$ cat src/rtl/prio_q_pkg.sv
// Shared definitions for the priority-queue family: default widths,
// the entry record layout and the ceil-log2 helper used for derived widths.
package prio_q_pkg;

    localparam int DEF_KW    = 16;
    localparam int DEF_PW    = 16;
    localparam int DEF_DEPTH = 32;

    typedef struct packed {
        logic              valid;
        logic [DEF_KW-1:0] key;
        logic [DEF_PW-1:0] data;
    } entry_t;

    // Smallest r with 2**r >= n; clogb2(DEPTH+1) sizes a 0..DEPTH counter.
    function automatic int clogb2(input int n);
        int r;
        r = 0;
        while ((1 << r) < n) r++;
        return r;
    endfunction

endpackage

$ cat src/rtl/prio_q_sr_if.sv
// Request/status bundle of the sorted-register priority queue.
// Handshake: an enqueue is taken on a posedge where enq && enq_ready; a dequeue
// is taken where deq && !empty; flush overrides both in the same cycle.
interface prio_q_sr_if
    import prio_q_pkg::*;
#(
    parameter int KW    = DEF_KW,
    parameter int PW    = DEF_PW,
    parameter int DEPTH = DEF_DEPTH,
    parameter int CW    = clogb2(DEPTH + 1)
);
    logic          enq;
    logic [KW-1:0] enq_key;
    logic [PW-1:0] enq_data;
    logic          enq_ready;
    logic          deq;
    logic          flush;
    logic [KW-1:0] out_key;
    logic [PW-1:0] out_data;
    logic          out_valid;
    logic [CW-1:0] count;
    logic          full;
    logic          empty;
    logic          err_ovf;
    logic          err_udf;
    logic          clr_err;

    modport master (
        output enq, enq_key, enq_data, deq, flush, clr_err,
        input  enq_ready, out_key, out_data, out_valid, count, full, empty,
               err_ovf, err_udf
    );

    modport slave (
        input  enq, enq_key, enq_data, deq, flush, clr_err,
        output enq_ready, out_key, out_data, out_valid, count, full, empty,
               err_ovf, err_udf
    );

endinterface

$ cat src/rtl/pq_cell.sv
// One slot of the systolic sorted queue. le_* flags say whether a slot is
// valid with key <= enq_key; being monotonic, they locate the insert point p.
module pq_cell #(
    parameter int KW      = 16,
    parameter int PW      = 16,
    parameter bit IS_HEAD = 1'b0
) (
    input  logic          CLK,
    input  logic          rst_n,
    input  logic          flush,
    input  logic          enq_op,
    input  logic          deq_op,
    input  logic          le_self,
    input  logic          le_left,
    input  logic          le_right,
    input  logic          left_valid,
    input  logic [KW-1:0] left_key,
    input  logic [PW-1:0] left_data,
    input  logic          right_valid,
    input  logic [KW-1:0] right_key,
    input  logic [PW-1:0] right_data,
    input  logic [KW-1:0] new_key,
    input  logic [PW-1:0] new_data,
    output logic          q_valid,
    output logic [KW-1:0] q_key,
    output logic [PW-1:0] q_data
);

    always_ff @(posedge CLK or negedge rst_n) begin
        if (!rst_n) begin
            q_valid <= 1'b0;
            q_key   <= '0;
            q_data  <= '0;
        end else if (flush) begin
            q_valid <= 1'b0;
        end else if (enq_op && deq_op) begin
            // Replace: slots 0..p-1 (at least the head) shift down by one and
            // the new entry lands where the right neighbour no longer sorts before it.
            if (IS_HEAD || le_self) begin
                if (le_right) begin
                    q_valid <= right_valid;
                    q_key   <= right_key;
                    q_data  <= right_data;
                end else begin
                    q_valid <= 1'b1;
                    q_key   <= new_key;
                    q_data  <= new_data;
                end
            end
        end else if (enq_op) begin
            if (!le_self) begin
                if (le_left) begin
                    q_valid <= 1'b1;
                    q_key   <= new_key;
                    q_data  <= new_data;
                end else begin
                    q_valid <= left_valid;
                    q_key   <= left_key;
                    q_data  <= left_data;
                end
            end
        end else if (deq_op) begin
            q_valid <= right_valid;
            q_key   <= right_key;
            q_data  <= right_data;
        end
    end

endmodule

$ cat src/rtl/prio_q_sr.sv
// Systolic sorted-register priority queue: head is always the minimum key,
// equal keys leave in arrival order; supports enqueue, dequeue and replace.
module prio_q_sr
    import prio_q_pkg::*;
#(
    parameter int KW    = DEF_KW,
    parameter int PW    = DEF_PW,
    parameter int DEPTH = DEF_DEPTH
) (
    input  logic        CLK,
    input  logic        rst_n,
    prio_q_sr_if.slave  bus
);

    localparam int CW = clogb2(DEPTH + 1);

    logic [DEPTH-1:0] v;
    logic [DEPTH-1:0] le;
    logic [KW-1:0]    k [DEPTH];
    logic [PW-1:0]    d [DEPTH];
    logic [CW-1:0]    cnt;
    logic             enq_acc;
    logic             deq_acc;
    logic             enq_op;
    logic             deq_op;
    logic             ovf_evt;
    logic             udf_evt;

    assign bus.full      = (cnt == CW'(DEPTH));
    assign bus.empty     = (cnt == '0);
    assign bus.enq_ready = !bus.full || (bus.deq && !bus.empty);
    assign enq_acc       = bus.enq && bus.enq_ready;
    assign deq_acc       = bus.deq && !bus.empty;
    assign enq_op        = enq_acc && !bus.flush;
    assign deq_op        = deq_acc && !bus.flush;
    assign ovf_evt       = !bus.flush && bus.enq && !bus.enq_ready;
    assign udf_evt       = !bus.flush && bus.deq && bus.empty;

    assign bus.count     = cnt;
    assign bus.out_valid = v[0];
    assign bus.out_key   = v[0] ? k[0] : '0;
    assign bus.out_data  = v[0] ? d[0] : '0;

    for (genvar i = 0; i < DEPTH; i++) begin : g_cell
        logic          l_v, r_v, l_le, r_le;
        logic [KW-1:0] l_k, r_k;
        logic [PW-1:0] l_d, r_d;

        // Invalid slots must never win a compare, so the valid bit gates it.
        assign le[i] = v[i] && (k[i] <= bus.enq_key);

        if (i == 0) begin : g_left_edge
            assign l_v  = 1'b0;
            assign l_k  = '0;
            assign l_d  = '0;
            assign l_le = 1'b1;
        end else begin : g_left
            assign l_v  = v[i-1];
            assign l_k  = k[i-1];
            assign l_d  = d[i-1];
            assign l_le = le[i-1];
        end

        if (i == DEPTH - 1) begin : g_right_edge
            assign r_v  = 1'b0;
            assign r_k  = '0;
            assign r_d  = '0;
            assign r_le = 1'b0;
        end else begin : g_right
            assign r_v  = v[i+1];
            assign r_k  = k[i+1];
            assign r_d  = d[i+1];
            assign r_le = le[i+1];
        end

        pq_cell #(.KW(KW), .PW(PW), .IS_HEAD(i == 0)) u_cell (
            .CLK         (CLK),
            .rst_n       (rst_n),
            .flush       (bus.flush),
            .enq_op      (enq_op),
            .deq_op      (deq_op),
            .le_self     (le[i]),
            .le_left     (l_le),
            .le_right    (r_le),
            .left_valid  (l_v),
            .left_key    (l_k),
            .left_data   (l_d),
            .right_valid (r_v),
            .right_key   (r_k),
            .right_data  (r_d),
            .new_key     (bus.enq_key),
            .new_data    (bus.enq_data),
            .q_valid     (v[i]),
            .q_key       (k[i]),
            .q_data      (d[i])
        );
    end

    always_ff @(posedge CLK or negedge rst_n) begin
        if (!rst_n) begin
            cnt <= '0;
        end else if (bus.flush) begin
            cnt <= '0;
        end else if (enq_acc && !deq_acc) begin
            cnt <= cnt + CW'(1);
        end else if (deq_acc && !enq_acc) begin
            cnt <= cnt - CW'(1);
        end
    end

    // A new error event in the same cycle as clr_err keeps the flag set.
    always_ff @(posedge CLK or negedge rst_n) begin
        if (!rst_n) begin
            bus.err_ovf <= 1'b0;
            bus.err_udf <= 1'b0;
        end else begin
            bus.err_ovf <= ovf_evt || (bus.err_ovf && !bus.clr_err);
            bus.err_udf <= udf_evt || (bus.err_udf && !bus.clr_err);
        end
    end

endmodule
$ cat src/flat_wrapper.sv
// flat-port wrapper written by rule: the top's interface ports become plain ports
module prio_q_sr_flat import prio_q_pkg::*;
#(
    parameter int KW    = DEF_KW,
    parameter int PW    = DEF_PW,
    parameter int DEPTH = DEF_DEPTH
)
  (CLK, rst_n, bus_enq, bus_enq_key, bus_enq_data, bus_deq, bus_flush, bus_clr_err, bus_enq_ready, bus_out_key, bus_out_data, bus_out_valid, bus_count, bus_full, bus_empty, bus_err_ovf, bus_err_udf);
  prio_q_sr_if #(.KW(KW), .PW(PW), .DEPTH(DEPTH)) bus_i ();
  input  logic CLK;
  input  logic rst_n;
  input wire logic [$bits(bus_i.enq)-1:0] bus_enq;
  input wire logic [$bits(bus_i.enq_key)-1:0] bus_enq_key;
  input wire logic [$bits(bus_i.enq_data)-1:0] bus_enq_data;
  input wire logic [$bits(bus_i.deq)-1:0] bus_deq;
  input wire logic [$bits(bus_i.flush)-1:0] bus_flush;
  input wire logic [$bits(bus_i.clr_err)-1:0] bus_clr_err;
  output wire logic [$bits(bus_i.enq_ready)-1:0] bus_enq_ready;
  output wire logic [$bits(bus_i.out_key)-1:0] bus_out_key;
  output wire logic [$bits(bus_i.out_data)-1:0] bus_out_data;
  output wire logic [$bits(bus_i.out_valid)-1:0] bus_out_valid;
  output wire logic [$bits(bus_i.count)-1:0] bus_count;
  output wire logic [$bits(bus_i.full)-1:0] bus_full;
  output wire logic [$bits(bus_i.empty)-1:0] bus_empty;
  output wire logic [$bits(bus_i.err_ovf)-1:0] bus_err_ovf;
  output wire logic [$bits(bus_i.err_udf)-1:0] bus_err_udf;
  assign bus_i.enq = bus_enq;
  assign bus_i.enq_key = bus_enq_key;
  assign bus_i.enq_data = bus_enq_data;
  assign bus_i.deq = bus_deq;
  assign bus_i.flush = bus_flush;
  assign bus_i.clr_err = bus_clr_err;
  assign bus_enq_ready = bus_i.enq_ready;
  assign bus_out_key = bus_i.out_key;
  assign bus_out_data = bus_i.out_data;
  assign bus_out_valid = bus_i.out_valid;
  assign bus_count = bus_i.count;
  assign bus_full = bus_i.full;
  assign bus_empty = bus_i.empty;
  assign bus_err_ovf = bus_i.err_ovf;
  assign bus_err_udf = bus_i.err_udf;
  prio_q_sr #(.KW(KW), .PW(PW), .DEPTH(DEPTH)) u_core (.CLK(CLK), .rst_n(rst_n), .bus(bus_i));
endmodule
$ cat config.mk
export PLATFORM = sky130hd
export DESIGN_NAME = prio_q_sr_flat
export DESIGN_NICKNAME = d
export VERILOG_FILES = /design/src/rtl/prio_q_pkg.sv /design/src/rtl/prio_q_sr_if.sv /design/src/rtl/pq_cell.sv /design/src/rtl/prio_q_sr.sv /design/src/flat_wrapper.sv
export SDC_FILE = /design/constraint.sdc
export NUM_CORES = 2
export LEC_CHECK = 0
export ABC_AREA = 0
export ABC_CLOCK_PERIOD_IN_PS = 15300
export CORE_AREA = 2 2 567 569
export DETAILED_ROUTE_END_ITERATION = 12
export DIE_AREA = 0 0 569 571
export PLACE_DENSITY_LB_ADDON = 0.3
export SLEW_MARGIN = 15
export SYNTH_ARGS = -nofsm -noshare
export SYNTH_HDL_FRONTEND = slang
export SYNTH_HIERARCHICAL = 1
export SYNTH_SLANG_ARGS = --single-unit
$ cat constraint.sdc
create_clock -name CLK -period 15.3 [get_ports CLK]
set_input_delay 1.53 -clock CLK [delete_from_list [all_inputs] [get_ports CLK]]
set_output_delay 1.53 -clock CLK [all_outputs]
set_load 0.02 [all_outputs]
==> out/qor.csv <==
metric,value,unit
finalCritPeriodShare,45.2,%
grt_pass1_wl,490000,µm
period_needed,6920,ps
ys_async_sr_fraction,100,%
worstMarginPinSlew,1220,ps
pwr-share-comb,43.6,%
cp.required,16020,ps
hpwl,206000,µm
ys_ff_latch,1064,
syn_to_final_growth,8.04,%
cp-start-kind,input port,
slew_headroom,18.7,%
yosysUniqueCellTypes,65,
fin_tns_setup,0,ps
worstPathMaxFanout,65,
drive_gt1_share,21.8,%
p_int,9.29,mW
r2r_slack,9060,ps
reg2reg_depth,12,
seqPwrFrac,36.3,%
cts_tree,yes,
cellPowerDensity,166,nW/µm²
track_usage,18.7,%
die-area,325000,µm²
skew,66.0,ps
max-cap-violations,0,
antenna_found_initial,2,
die_w,569,µm
antenna_left,0,
core,319000,µm²
p_clk_share,20.1,%
p_leak,39.7,nW
critPathLaunch,bus_enq_key[10],
cts_sinks,1064,
min_path_type,flip-flop to flip-flop,
drtPass1Iterations,9,
fin_area,103000,µm²
fmax,144,MHz
worstHoldStart,u_core/g_cell[31].u_cell/q_data[15],
clk_pin_slew_worst_paths,60,ps
gp_congestion,0.831,
final_cell_mix,"dfrtp_1, o21ai_0, inv_1",
setup_violations,0,
wl,316000,µm
floorplan.rows,208,
grt_setup_unrepaired,false,
drt-initial-drc-count,6085,
r2r-start,u_core/bus.count[0],
cp-end-kind,flip-flop,
io_pins,82,
outcome,"complete, no violations",
p_sw_share,45.5,%
htree_levels,4,
p_sw,7.76,mW
crit_type,input port to flip-flop,
synth_ff_type,dfrtp_1,
cts_buffers,148,
grt_overflow,0,
hold_buffers,0,
yosys_warnings,6,
ir_drop,0.101,mV
cts-root-buf,clkbuf_16,
finalHoldViolations,0,
synth_edf_count,0,
post_dp_cell_area,98200,µm²
wl_per_cell,22.9,µm
die_y,571,µm
grt_pass1_vias,79900,
drv_slew,0,
netlist_area,95400,µm²
clock_latency,840,ps
drc,0,
cts_setup_buffers,0,
layout.cells.most_common,dfrtp_1,
yosysSeqAreaShare,27.9,%
cts_max_path_buffers,4,
viasPerCell,5.66,
portBuffers,81,
arrival,7640,ps
syn_area_per_cell,9.66,µm²
start_util,29.9,%
final_nets,10100,
synthCells,9875,
cts_resized,0,
grt_max_degree,231,
holdPathStages,2,
vias,78200,
-- per-layer routing --
layer	up-vias	part of all wire [%]	global-route usage [%]
li1	36300	-	-
met5	-	0	0
met1	39300	43	23.6
met3	635	4.0	1.80
met2	1956	50	33.0
met4	0	3.4	6.82
-- critical path, stage by stage --
cell	delay, ps
buf_2	80
buf_4	690
inv_2	560
buf_4	410
ha_1	350
a21o_1	160
a221o_1	330
a221oi_1	390
o211ai_1	200
a21boi_4	580
buf_4	720
nand2_1	170
nand2_2	880
a221oi_1	230
a21oi_1	180
-- final timing paths --
check / to
hold / removal: u_core/g_cell[31].u_cell/q_data[15]
min in group asynchronous: u_core/g_cell[20].u_cell/q_data[2]
hold reg to reg: u_core/g_cell[31].u_cell/q_data[15]
max in group asynchronous: u_core/g_cell[6].u_cell/q_key[9]
setup reg to reg: u_core/g_cell[1].u_cell/q_data[2]
setup / recovery: u_core/g_cell[29].u_cell/q_data[2]
-- sequential cells by signal, summed over array words and instances, names as in the netlist --
| name | cells |
|---|---|
| u_core/g_cell.u_cell/q_data | 512 |
| u_core/g_cell.u_cell/q_key | 512 |
| u_core/bus.err_udf | 1 |
| u_core/g_cell.u_cell/q_valid | 32 |
| u_core/bus.err_ovf | 1 |
| u_core/bus.count | 6 |
-- power by group through the flow --
| stage | Sequential (mW) | Combinational [mW] | Clock (mW) |
|---|---|---|---|
| finish | 6.19 | 7.45 | 3.43 |
| detailed placement | 6.23 | 7.39 | 0 |
| global placement | 6.22 | 7.08 | 0 |
| CTS | 6.19 | 7.40 | 3.51 |
| floorplan | 5.25 | 5.95 | 0 |
| global route | 6.34 | 8.32 | 3.62 |
-- cell type report --
| type | instances | area, µm² |
|---|---|---|
| Antenna cell | 3 | 7.51 |
| Clock buffer | 215 | 4290 |
| Clock inverter | 36 | 305 |
| Fill cell | 32200 | 216000 |
| Inverter | 981 | 3680 |
| Multi-Input combinational cell | 7032 | 60400 |
| Sequential cell | 1064 | 26600 |
| Tap cell | 4200 | 5260 |
| Timing Repair Buffer | 276 | 2450 |
-- cell families (layout without fill, tap and decap cells) --
| family | after synthesis | in the layout | share of synthesized area [%] |
|---|---|---|---|
| buf+inv | 1850 | 1508 | 9.47 |
| other cells | 2 | 76 | 0.00788 |
| simple gates | 1786 | 1786 | 12.6 |
| flops | 1064 | 1064 | 27.9 |
| mux | 1029 | 1029 | 11.3 |
| fa+ha+maj | 517 | 517 | 6.79 |
| compound gates | 3592 | 3592 | 31.6 |
| xor+xnor | 35 | 35 | 0.321 |
-- per-stage QoR --
step	hold slack [ps]	utilization, %	std cells	worst slack [ps]	power [mW]
after CTS	511	32.2	13800	8450	17.1
after floorplan	456	-	9946	4610	11.2
after detailed placement	496	30.8	13500	7590	13.6
after global routing	529	32.3	13800	8060	18.3
final	510	32.3	13800	8380	17.1
after global placement	469	30.8	13500	7670	13.3
-- synth_stat cells (32+ instances only) --
library cell | instances | area share (%)
dfrtp_1 | 1064 | 28
o21ai_0 | 1062 | 5.6
inv_1 | 980 | 3.9
mux2i_1 | 934 | 9.8
nand3b_1 | 929 | 7.3
a221oi_2 | 806 | 13
a21oi_2 | 648 | 6.0
a21oi_1 | 517 | 2.7
ha_1 | 516 | 6.8
clkbuf_1 | 227 | 0.89
nand2_1 | 206 | 0.81
buf_2 | 192 | 1.0
buf_4 | 190 | 1.5
a221oi_1 | 175 | 1.6
buf_6 | 135 | 1.6
nor2_1 | 132 | 0.52
a21o_1 | 127 | 1.0
buf_1 | 93 | 0.37
nor2b_1 | 81 | 0.53
nand2b_1 | 71 | 0.47
nand3_1 | 68 | 0.36
mux2_2 | 64 | 0.76
and4b_1 | 62 | 0.65
a21boi_0 | 47 | 0.37
and3_1 | 37 | 0.24
and2_1 | 33 | 0.22
nor3b_1 | 33 | 0.26
xnor2_1 | 32 | 0.29
Power figures use the tool's default switching activity.
